--- src/rtl/gate_truth_scanner.sv ---
// gate_truth_scanner
// Drives the four input vectors {a,b} = 00, 01, 10, 11 onto an external
// 2-input gate, waits SETTLE cycles per vector, and samples the gate output.
// It captures the resulting truth table and compares it with an expected
// table that is latched at start.
//
// Timing per vector: SETTLE cycles in SETTLE state, then one CAPTURE cycle.
// This gives SETTLE+1 cycles per vector and 4*(SETTLE+1) cycles from the
// start-accepting edge to the DONE cycle.
module gate_truth_scanner #(
  parameter int unsigned SETTLE = 2
) (
  input  logic       clk,
  input  logic       rst_n,
  input  logic       start,
  input  logic [3:0] exp,
  input  logic       gate_y,
  output logic       gate_a,
  output logic       gate_b,
  output logic       busy,
  output logic       done,
  output logic [3:0] table_out,
  output logic       pass,
  output logic [2:0] mismatch_cnt
);

  // FSM encoding
  localparam logic [1:0] ST_IDLE    = 2'd0;
  localparam logic [1:0] ST_SETTLE  = 2'd1;
  localparam logic [1:0] ST_CAPTURE = 2'd2;
  localparam logic [1:0] ST_DONE    = 2'd3;

  // Last settle-counter value before the capture cycle. The legal SETTLE
  // range (1..15) keeps this inside 4 bits.
  localparam logic [3:0] SETTLE_LAST = 4'(SETTLE - 1);

  // Number of ones in a 4-bit word; the result fits in 3 bits (max 4).
  function automatic logic [2:0] popcount4(input logic [3:0] v);
    logic [2:0] sum;
    sum = 3'd0;
    for (int i = 0; i < 4; i++) begin
      sum = sum + {2'd0, v[i]};
    end
    return sum;
  endfunction

  logic [1:0] state_q, state_d;
  logic [1:0] idx_q, idx_d;
  logic [3:0] cnt_q, cnt_d;
  logic [3:0] exp_q, exp_d;
  logic [1:0] vec_q, vec_d;
  logic       busy_q, busy_d;
  logic       done_q, done_d;
  logic [3:0] table_q, table_d;
  logic       pass_q, pass_d;
  logic [2:0] mism_q, mism_d;

  // Next-state and datapath logic for the scan sequence.
  always_comb begin
    state_d = state_q;
    idx_d   = idx_q;
    cnt_d   = cnt_q;
    exp_d   = exp_q;
    vec_d   = vec_q;
    table_d = table_q;
    pass_d  = pass_q;
    mism_d  = mism_q;

    case (state_q)
      ST_IDLE: begin
        if (start) begin
          state_d = ST_SETTLE;
          exp_d   = exp;
          table_d = 4'b0000;
          pass_d  = 1'b0;
          mism_d  = 3'd0;
          idx_d   = 2'd0;
          vec_d   = 2'b00;
          cnt_d   = 4'd0;
        end else begin
          state_d = ST_IDLE;
        end
      end

      ST_SETTLE: begin
        cnt_d = cnt_q + 4'd1;
        if (cnt_q == SETTLE_LAST) begin
          state_d = ST_CAPTURE;
        end else begin
          state_d = ST_SETTLE;
        end
      end

      ST_CAPTURE: begin
        table_d[idx_q] = gate_y;
        if (idx_q != 2'd3) begin
          idx_d   = idx_q + 2'd1;
          vec_d   = idx_q + 2'd1;
          cnt_d   = 4'd0;
          state_d = ST_SETTLE;
        end else begin
          // The verdict uses the freshly completed table so it is ready in DONE.
          state_d = ST_DONE;
          pass_d  = (table_d == exp_q);
          mism_d  = popcount4(table_d ^ exp_q);
        end
      end

      ST_DONE: begin
        state_d = ST_IDLE;
      end

      default: begin
        state_d = ST_IDLE;
      end
    endcase

    busy_d = (state_d != ST_IDLE);
    done_d = (state_d == ST_DONE);
  end

  // State and output registers with asynchronous active-low reset.
  always_ff @(posedge clk or negedge rst_n) begin
    if (!rst_n) begin
      state_q <= ST_IDLE;
      idx_q   <= 2'd0;
      cnt_q   <= 4'd0;
      exp_q   <= 4'b0000;
      vec_q   <= 2'b00;
      busy_q  <= 1'b0;
      done_q  <= 1'b0;
      table_q <= 4'b0000;
      pass_q  <= 1'b0;
      mism_q  <= 3'd0;
    end else begin
      state_q <= state_d;
      idx_q   <= idx_d;
      cnt_q   <= cnt_d;
      exp_q   <= exp_d;
      vec_q   <= vec_d;
      busy_q  <= busy_d;
      done_q  <= done_d;
      table_q <= table_d;
      pass_q  <= pass_d;
      mism_q  <= mism_d;
    end
  end

  assign gate_a       = vec_q[1];
  assign gate_b       = vec_q[0];
  assign busy         = busy_q;
  assign done         = done_q;
  assign table_out    = table_q;
  assign pass         = pass_q;
  assign mismatch_cnt = mism_q;

endmodule

--- config.mk ---
export PLATFORM = sky130hd
export DESIGN_NAME = gate_truth_scanner
export DESIGN_NICKNAME = d
export VERILOG_FILES = /design/src/rtl/gate_truth_scanner.sv
export SDC_FILE = /design/constraint.sdc
export NUM_CORES = 1
export LEC_CHECK = 0
export ABC_AREA = 1
export CAP_MARGIN = 20
export CORE_MARGIN = 1.5
export CORE_UTILIZATION = 51
export CTS_BUF_LIST = sky130_fd_sc_hd__clkbuf_4 sky130_fd_sc_hd__clkbuf_8 sky130_fd_sc_hd__clkbuf_16
export DETAILED_ROUTE_END_ITERATION = 8
export GPL_TIMING_DRIVEN = 0
export PLACE_DENSITY = 0.77
export SYNTH_ARGS = -nofsm -noshare
export SYNTH_HDL_FRONTEND = slang
export SYNTH_SLANG_ARGS = --single-unit
--- constraint.sdc ---
create_clock -name clk -period 3.5 [get_ports clk]
set_clock_uncertainty 0.2 [all_clocks]
set_input_delay 0.7 -clock clk [delete_from_list [all_inputs] [get_ports clk]]
set_output_delay 0.7 -clock clk [all_outputs]
set_load 0.05 [all_outputs]
==> impl_results.md <==
- Clock Sinks: 22
- Fin. Hold Viols: 0
- Final instance area: 1449 um^2
- Core ar.: approximately 2200 um^2
- Mapped Area: about 1200 um^2
- Pwr/cell area: roughly 890 nW/um^2
- Pins Over Slew Limit: 0
- Total leakage power: about 0.76 nW
- Seq pwr share: 0.322
- Synth area leaders: dfrtp_1 (46%), nand2_1 (14%), ha_1 (9.5%), inv_1 (6.6%), nand3_1 (4.6%)
- WS Path Type: in2reg
- Area grow syn2layout: 22.02%
- CP Data Required Time: 3520 ps
- DRT Wirelength: between 2000 and 2500 um
- Max clock buf depth: 2
- Post-synth EDFFs: 0
- 1st-pass router iterations: 4
- Fmax: 350.9 MHz
- Die Height: 51.25 um
- Most area-hungry cell type in the Yosys netlist: dfrtp_1
- Total net switching power: between 0.0006 and 0.0007 W
- RSZ-0062 raised after global routing: false
- Startpoint types: input port
- P_int: 0.0006624 W
- DR WL/cell: between 10 and 15 um
- CP Max Fanout: 4
- Hold Path Class: reg2reg
- Clock share of power: 0.112
- Fin crit share: 0.8143
- Clock Tree Root: clkbuf_4
- Initial antenna violation count: 0
- Nets: 183
- Die Area: 2627 um^2
- Post-placement cell area: approximately 1400 um^2
- Routed Antenna Nets: 0
- Syn Nets: between 150 and 200
- Count of port buffers added during placement: 19
- Setup Viol. Count Final: 0
- Diode count: 0
- Tightest Pin Transition: just under 1000 ps
- DR vias: 955
- Final setup TNS: 0 ps
- Largest net degree at the start of global routing: 23
- Hold_buf cts: 0
- Via/cell ratio: between 4 and 5
- FF-to-FF setup slack: 800 ps
- Yosys warning count: 0
- Fraction of registers with async set/reset: 1.000
- Starting density of the core: 0.5368
- H-Tree Depth: 1
- Synth unique cells: 18
- GP Congestion: 0.7796
- Residual DRC: 0
- Mapped Avg Cell Area: 8.421 um^2
- Initial DRC Count: 20
- Fillers: around 200
- Outcome: complete, no violations
- Post-synth top area share: 0.4636
- Crit path arrival time: around 2900 ps
- Layout cells sized above 1: 0.09756
- CTS clk-pin slew, worst paths: 130 ps
- Chip Width: 51.25 um
- Global Route Usage Sum: 0.1935
- Worst VDD drop: 0.5993 mV
- Post-DP HPWL: 1630 um
- Row count: 17
- Vias in the first global route: 956
- Clk Latency, worst-skew pair: 310 ps
- Cts bufs inserted: 3
- Relative slew margins: 0.3483
- Post-CTS setup repair buffer count: 0
- Comb pwr share: 0.566
- PostCTS Resize Cnt: 0
- CTS tree: done
- First-pass GRT wire length: 3822 um
- Top FF cell, synth: dfrtp_1
- Critical Path Sink Type: flop
- Max Cap Viol: 0
- Crit path time final: roughly 2900 ps
- Switch share: 0.4874
- Gr ovfl total: 0
- #FFs+latches synth: 22
- Syn Inst Count: 141
- Sequential share of the synthesized area: 0.4636
- Most common cell in the netlist: nand2_1
- Number of I/O pins: 20
- Synth top cells by count: nand2_1 (44), dfrtp_1 (22), inv_1 (21)
-- cells in the final DEF (no fill, tap or decap) --
| cell | Yosys | layout |
|---|---|---|
| clkbuf_8 | 0 | 1 |
| nand2_1 | 44 | 44 |
| nand2_4 | 3 | 3 |
| nor2_2 | 2 | 2 |
| xor2_1 | 3 | 3 |
| nor2_1 | 2 | 2 |
| clkbuf_4 | 0 | 3 |
| dfrtp_1 | 22 | 22 |
| nand2_2 | 1 | 1 |
| nand3_1 | 11 | 11 |
| fa_1 | 1 | 1 |
| o21ai_0 | 9 | 9 |
| clkdlybuf4s50_1 | 0 | 19 |
| or2_2 | 1 | 1 |
| inv_1 | 21 | 21 |
| o22ai_1 | 2 | 2 |
| nand4_1 | 3 | 3 |
| inv_2 | 4 | 4 |
| o21ai_1 | 2 | 2 |
| nor2_4 | 1 | 1 |
| ha_1 | 9 | 9 |
-- power groups by stage --
stage / registers, W / clock network, W / logic (W)
4_1_cts: 0.000416 / 0.000146 / 0.000739
5_1_grt: 0.000429 / 0.000154 / 0.000830
6_report: 0.000416 / 0.000145 / 0.000732
3_5_place_dp: 0.000421 / 0 / 0.000726
2_1_floorplan: 0.000537 / 0 / 0.000414
3_3_place_gp: 0.000414 / 0 / 0.000706
-- cell families (layout without fill, tap and decap cells) --
logic type / after synthesis / after routing / synth area share
AOI/OAI and AO/OA: 13 / 13 / 0.05690
xor gates and xnor gates: 3 / 3 / 0.02213
adders and majority gates: 10 / 10 / 0.1117
buffers and inverters: 25 / 48 / 0.07903
DFF: 22 / 22 / 0.4636
and+or+nand+nor: 68 / 68 / 0.2666
-- stage by stage --
stage | util | setup WS (ps) | hold slack [ps] | cells | total power, W
after floorplan | - | 683.6 | 204.4 | 141 | 0.0009508
after global placement | 0.6386 | 401.3 | 262.7 | 188 | 0.001121
after detailed placement | 0.6386 | 342.7 | 265.0 | 188 | 0.001147
after CTS | 0.6550 | 673.0 | 297.3 | 192 | 0.001301
after global routing | 0.6550 | 568.8 | 327.4 | 192 | 0.001414
final | 0.6550 | 650.0 | 295.3 | 192 | 0.001292
-- sequential cells by signal, summed over array words and instances (netlist names) --
register	flops
table_out	4
pass	1
busy	1
exp_q	4
state_q	2
done	1
vec_q	2
cnt_q	4
mismatch_cnt	3
-- layer usage --
metal | track usage | wire [um] | vias up
li1 | - | - | 485
met1 | 0.2367 | 994 | 441
met2 | 0.3420 | 1031 | 24
met3 | 0.02632 | 68 | 5
met4 | 0.07895 | 29 | 0
met5 | 0 | 0 | -
-- final timing paths --
| kind | from | to | cells after the start |
|---|---|---|---|
| min reg2reg | mismatch_cnt[2] | mismatch_cnt[2] | 2 |
| min | mismatch_cnt[2] | mismatch_cnt[2] | 2 |
| min in group asynchronous | rst_n | table_out[3] | 1 |
| max in group asynchronous | rst_n | cnt_q[1] | 1 |
| max reg2reg | vec_q[1] | mismatch_cnt[1] | 10 |
| max | gate_y | mismatch_cnt[1] | 11 |
-- area by class of cell --
type / instances / area, um^2 / share of cell area
clock buffers: 4 / 36.28 / 0.02504
flip-flops and latches: 22 / 550.5 / 0.3800
inverters: 25 / 93.84 / 0.06477
repair buffers: 19 / 190.2 / 0.1313
multi-input cells: 94 / 543.0 / 0.3748
well taps: 28 / 35.03 / 0.02418
-- critical path, stage by stage --
cell and delay [ps]:
clkdlybuf4s50_1 470, inv_1 90, nand2_1 60, o21ai_0 130, xor2_1 220, fa_1 560, inv_1 40, ha_1 190
ha_1 270, nand3_1 90, nand2_1 50
(Power assumes the default switching activity.)
